==> config.mk <==
export PLATFORM = sky130hd
export DESIGN_NAME = pipelined_block_adder
export DESIGN_NICKNAME = d
export VERILOG_FILES = /design/src/rtl/pipelined_block_adder.sv
export SDC_FILE = /design/constraint.sdc
export NUM_CORES = 1
export LEC_CHECK = 0
export CAP_MARGIN = 25
export CORE_MARGIN = 3
export CORE_UTILIZATION = 50
export CTS_BUF_LIST = sky130_fd_sc_hd__clkbuf_4
export DETAILED_ROUTE_END_ITERATION = 10
export DONT_BUFFER_PORTS = 1
export MAX_ROUTING_LAYER = met4
export PLACE_DENSITY_LB_ADDON = 0.05
export RECOVER_POWER = 25
export SLEW_MARGIN = 10
export SYNTH_ARGS = -nofsm -noshare
export SYNTH_HDL_FRONTEND = slang
export SYNTH_SLANG_ARGS = --single-unit
==> constraint.sdc <==
create_clock -name clk -period 6.18 [get_ports clk]
set_input_delay 0.618 -clock clk [delete_from_list [all_inputs] [get_ports clk]]
set_output_delay 0.618 -clock clk [all_outputs]
set_load 0.01 [all_outputs]
==> src/rtl/pipelined_block_adder.sv <==
// pipelined_block_adder
//   Pipelined block-carry adder computing a + b + cin over WIDTH bits.
//   Operands are cut into BLK-bit lookahead blocks. STAGE_BLKS blocks are
//   resolved per pipeline stage, and the carry between stages is registered.
//   Unresolved operand bits and already-resolved sum bits travel with each
//   beat, so a result leaves the pipe NSTG edges after it was accepted.
//   The stream interface is valid/ready. The whole pipe advances as a unit
//   whenever the output slot is empty or is being consumed.
//   Optional feature: define ACLA_APPROX_EN to cut the carry chain at block
//   boundaries and raise err when that approximation changes the result.
module pipelined_block_adder #(
    parameter int WIDTH      = 32,
    parameter int BLK        = 4,
    parameter int STAGE_BLKS = 2
) (
    input  logic             clk,
    input  logic             rst_n,
    input  logic             in_valid,
    output logic             in_ready,
    input  logic [WIDTH-1:0] a,
    input  logic [WIDTH-1:0] b,
    input  logic             cin,
    output logic             out_valid,
    input  logic             out_ready,
    output logic [WIDTH:0]   sum,
    output logic             err
);

    localparam int NBLK = WIDTH / BLK;
    localparam int NSTG = (NBLK + STAGE_BLKS - 1) / STAGE_BLKS;

    // One pipeline slot: the operands, the partial sum, and the carry state
    // that the next stage needs. apxCarry and err are only meaningful when
    // the carry chain is approximated.
    typedef struct packed {
        logic             valid;
        logic [WIDTH-1:0] opA;
        logic [WIDTH-1:0] opB;
        logic [WIDTH-1:0] sumBits;
        logic             carry;
        logic             apxCarry;
        logic             err;
    } stage_t;

    // Adds one block with lookahead carries from carry-in c.
    // The result is packed as {group generate, group propagate, sum bits}.
    // The group generate is computed with a carry-in of 0, so it does not
    // depend on c.
    function automatic logic [BLK+1:0] blockAdd(input logic [BLK-1:0] x,
                                                input logic [BLK-1:0] y,
                                                input logic           c);
        logic [BLK-1:0] g;
        logic [BLK-1:0] p;
        logic [BLK:0]   cy;
        logic           bg;
        logic           bp;
        g     = x & y;
        p     = x ^ y;
        cy    = '0;
        cy[0] = c;
        bg    = 1'b0;
        bp    = 1'b1;
        for (int i = 0; i < BLK; i++) begin
            cy[i+1] = g[i] | (p[i] & cy[i]);
            bg      = g[i] | (p[i] & bg);
            bp      = bp & p[i];
        end
        return {bg, bp, p ^ cy[BLK-1:0]};
    endfunction

    logic advance;

    for (genvar s = 0; s < NSTG; s++) begin : g_stage
        localparam int FIRST = s * STAGE_BLKS;
        localparam int LAST  = ((s + 1) * STAGE_BLKS < NBLK) ? (s + 1) * STAGE_BLKS : NBLK;

        stage_t         srcW;
        stage_t         stageD;
        stage_t         stageQ;
        logic           trueC;
        logic [BLK+1:0] res;
`ifdef ACLA_APPROX_EN
        logic           apxC;
        logic           errAcc;
`endif

        if (s == 0) begin : g_src
            assign srcW = '{valid: in_valid, opA: a, opB: b, sumBits: '0,
                            carry: cin, apxCarry: cin, err: 1'b0};
        end else begin : g_src
            assign srcW = g_stage[s-1].stageQ;
        end

        // Resolve this stage's blocks and pass the carry state on to the next stage.
        always_comb begin
            stageD = srcW;
            trueC  = srcW.carry;
            res    = '0;
`ifdef ACLA_APPROX_EN
            apxC   = srcW.apxCarry;
            errAcc = srcW.err;
`endif
            for (int k = FIRST; k < LAST; k++) begin
`ifdef ACLA_APPROX_EN
                res    = blockAdd(srcW.opA[k*BLK +: BLK], srcW.opB[k*BLK +: BLK], apxC);
                errAcc = errAcc | (res[BLK] & trueC);
                apxC   = res[BLK+1];
`else
                res    = blockAdd(srcW.opA[k*BLK +: BLK], srcW.opB[k*BLK +: BLK], trueC);
`endif
                stageD.sumBits[k*BLK +: BLK] = res[BLK-1:0];
                trueC = res[BLK+1] | (res[BLK] & trueC);
            end
            stageD.carry = trueC;
`ifdef ACLA_APPROX_EN
            stageD.apxCarry = apxC;
            stageD.err      = errAcc;
`endif
        end

        // Stage register: it shifts only when the whole pipe advances, and reset drops any beat in flight.
        always_ff @(posedge clk or negedge rst_n) begin
            if (!rst_n) begin
                stageQ <= '0;
            end else if (advance) begin
                stageQ <= stageD;
            end
        end
    end

    // The pipe moves when the output slot is empty or is being drained.
    always_comb begin
        advance = !g_stage[NSTG-1].stageQ.valid || out_ready;
    end

    assign in_ready  = advance;
    assign out_valid = g_stage[NSTG-1].stageQ.valid;
`ifdef ACLA_APPROX_EN
    assign sum = {g_stage[NSTG-1].stageQ.apxCarry, g_stage[NSTG-1].stageQ.sumBits};
    assign err = g_stage[NSTG-1].stageQ.err;
`else
    assign sum = {g_stage[NSTG-1].stageQ.carry, g_stage[NSTG-1].stageQ.sumBits};
    assign err = 1'b0;
`endif

endmodule

==> implementation parameters <==
Parameter                              Value

Run status
  Status ... complete, no violations

Yosys
  Post-synthesis compound-gate area fraction ... ~3.3%
  Distinct cell type count after synthesis ... 19
  Synthesized area per cell ... ~9.3 µm²
  Fraction of the mapped netlist area in adder cells ... a little over a tenth
  Dominant combinational cell family by area after synthesis ... simple AND/OR/NAND/NOR gates
  Post-synth top area share ... between 50% and 60%
  Gate count after technology mapping ... ~900
  Post-synthesis mux area share ... less than 1%
  Synthesized area ... a little over 8000 µm²
  FF+latch count, synth ... roughly 180
  Yosys synthesis warning count ... 0
  Synthesized Nets ... approximately 1k
  Synth area leader ... dfrtp_1
  Sequential fraction of the synthesis area ... a little under three fifths
  Post-synthesis share of cell area spent on xor and xnor gates ... less than 1%
  Area fraction in and, or, nand and nor cells after synthesis ... between 20% and 30%
  Leading post-synthesis cells by cell area ... dfrtp_1, nand2_1, fa_1

Detailed routing
  DRC violation count after routing ... 0
  DRT Wirelength ... roughly 14000 µm
  Final antenna-violating net count ... 0
  Number of vias in the routed layout ... between 5k and 6k
  Drt first pass iters ... 6
  Per-cell via count in the routed design ... 4.84
  Detailed router's first-iteration violation count ... approximately 280
  Routed length per placed instance ... roughly 13 µm

Power and ir drop
  Peak supply drop ... ~0.21 mV
  Power per unit of standard cell area ... ~470 nW/µm²
  Leakage Power ... roughly 4.5 nW
  Overall Power ... 0.00397 W

Die
  Die footprint ... approximately 18000 µm²
  Die outline width ... about 130 µm
  Die Height ... roughly 130 µm
  Number of cell rows ... 46
  CORE AREA ... around 16000 µm²
  Top-level I/O count ... about 110
  Starting density of the core ... between 50 and 60%

STA
  Slew @ Worst Pin ... 0.963 ns
  Setup-violating endpoint count in the final report ... 0
  Max frequency ... approximately 330 MHz
  Final Slew Violations ... 0
  Clock tree skew after final layout ... about 0.010 ns
  Max transition margin ... a little over a third
  Minimum clock period after layout ... approximately 3.0 ns
  RSZ-0062 raised after global routing ... no
  Setup TNS ... 0 ns
  Period Utilization, post-route ... about half
  Total count of hold-check failures in the final report ... 0

Placed design
  Total of buffers placed on input and output ports ... 0
  Placer congestion estimate ... 0.795
  Placed insts ... 1058
  Placement Cell Area ... between 8000 and 9000 µm²
  Total half-perimeter wirelength after legalization and detailed placement ... roughly 9400 µm

Clock tree
  TritonCTS Buffers ... 17
  Maximum count of clock buffers along a single path ... 2
  CTS sink cnt ... ~180
  CTS H-tree lvls ... 4
  Skew-Pair Late Insertion Delay ... 0.54 ns
  Clock-pin slew reported for the worst setup and hold paths after clock tree synthesis ... around 0.13 ns
  Clock root buffer master ... clkbuf_4
  TritonCTS clock tree ... done

Worst setup path
  Worst setup slack for register-to-register paths ... ~3.2 ns
  Highest net fanout along the worst path ... approximately 80
  Worst Reg-to-Reg Cells ... 5
  Critical path start-end classification ... flop to flop
  Worst Setup End Kind ... flop
  Startpoint type of the worst setup path ... flop
  Reg2Reg Capture Point ... g_stage[1].stageQ[2]
  CP Data Arrival Time ... roughly 3.5 ns
  Launch instance of the worst register-to-register path ... out_valid
  CP Data Required Time ... 6.62 ns

Finish
  Net count, final ... between 900 and 1k
  Finished Layout Cells ... around 1.1k
  Share of layout cells above drive strength 1 ... 4.01%
  Final non-filler cell area ... 8430 µm²
  Area growth from synthesis to layout ... 2.51%

Global routing
  Aggregate global routing overflow ... 0
  Combined global-route utilization of all metal layers ... between 10% and 20%
  Initial antenna violation count ... 1
  First-pass GRT wire length ... 24400 µm
  Largest net degree at the start of global routing ... about 190
  Vias in the first global route ... roughly 5.3k

Flow run
  Max Cap Violations ... 0

Hold path
  Tightest Hold Check Type ... input pin to asynchronous set/reset pin
[worst max-delay path, cell delays in order (launching register included)]
cell and delay [ns]:
dfrtp_1 0.42, nor2b_4 0.72, buf_4 0.68, buf_4 0.72, nor3_1 0.14, a21o_1 0.20
[state kept, by name, summed over array words and instances, names as in the netlist]
register,flops
g_stage.stageQ,150
out_valid,1
sum,33
[synth_stat cells, drive strengths merged]
master and n:
a21o 8, a21oi 20, buf 41, conb 1, dfrtp 184, fa 24
ha 32, inv 17, mux2 4, nand2 509, nand2b 1, nor2 4
nor2b 1, nor3 4, o21ai 22, xnor2 8
[cell type report]
class / count / area, µm²
fill: 1573 / 7570
sequential: 184 / 4600
multi-input combinational: 638 / 3240
tap: 216 / 270
clock buffer: 22 / 165
inverter: 17 / 68.8
timing repair buffer: 4 / 50.0
clock inverter: 7 / 32.5
antenna: 1 / 2.50
[per-stage QoR]
step | utilization [%] | setup slack, ns | hold WS, ns
6_report | 52.7 | 3.16 | 0.0989
5_1_grt | 52.7 | 2.94 | 0.101
4_1_cts | 52.7 | 3.12 | 0.104
3_5_place_dp | 51.3 | 2.98 | 0.328
3_3_place_gp | 51.3 | 3.01 | 0.327
2_1_floorplan | - | 3.43 | 0.322
[placed cells by master (no fill, tap or decap)]
| cell | count |
|---|---|
| buf_16 | 1 |
| fa_1 | 24 |
| clkinvlp_4 | 1 |
| clkinv_1 | 4 |
| a21oi_1 | 20 |
| diode_2 | 1 |
| clkbuf_4 | 22 |
| xnor2_1 | 8 |
| o21ai_0 | 22 |
| mux2_2 | 4 |
| nor3_1 | 4 |
| ha_1 | 32 |
| inv_6 | 1 |
| inv_1 | 16 |
| conb_1 | 1 |
| a21o_1 | 8 |
| dfrtp_1 | 184 |
| nand2_1 | 509 |
| nand2b_1 | 1 |
| nor2_1 | 4 |
| buf_4 | 3 |
| clkinv_2 | 2 |
| nor2b_4 | 1 |
[metal layers]
metal / share of wire, % / wire (µm) / track usage, %
met1: 47 / 6740 / 22.0
met2: 47 / 6660 / 27.1
met3: 4.2 / 595 / 4.39
met4: 1.5 / 219 / 5.66
met5: 0 / 0 / -
[kinds of logic after synthesis]
family	count (synthesis)
other	1
adders and majority gates	56
xor gates and xnor gates	8
DFF	184
buffers and inverters	58
muxes	4
AOI/OAI and AO/OA	50
and+or+nand+nor	519
[worst max-delay path by stage]
stage / to / depth (start not counted) / startpoint
finish: g_stage[1].stageQ[2] / 5 / out_valid
global route: g_stage[0].stageQ[2] / 5 / out_valid
CTS: g_stage[0].stageQ[2] / 5 / out_valid
detailed placement: g_stage[1].stageQ[2] / 5 / out_ready
global placement: g_stage[1].stageQ[2] / 5 / out_ready
floorplan: g_stage[0].stageQ[10] / 9 / a[0]
[power by group]
part           switching, W  leakage, nW  internal (W)
Combinational      0.000789         2.18      0.000540
Sequential         0.000393         2.23       0.00172
Clock              0.000357        0.115      0.000169
Total               0.00154         4.52       0.00243
[timing repair]
item	in CTS	in global routing
hold endpoints to repair	184	0
hold buffers	1	0
buffers inserted	0	0
setup endpoints to repair	0	0
resized for setup	0	0
Power figures use the tool's default switching activity.
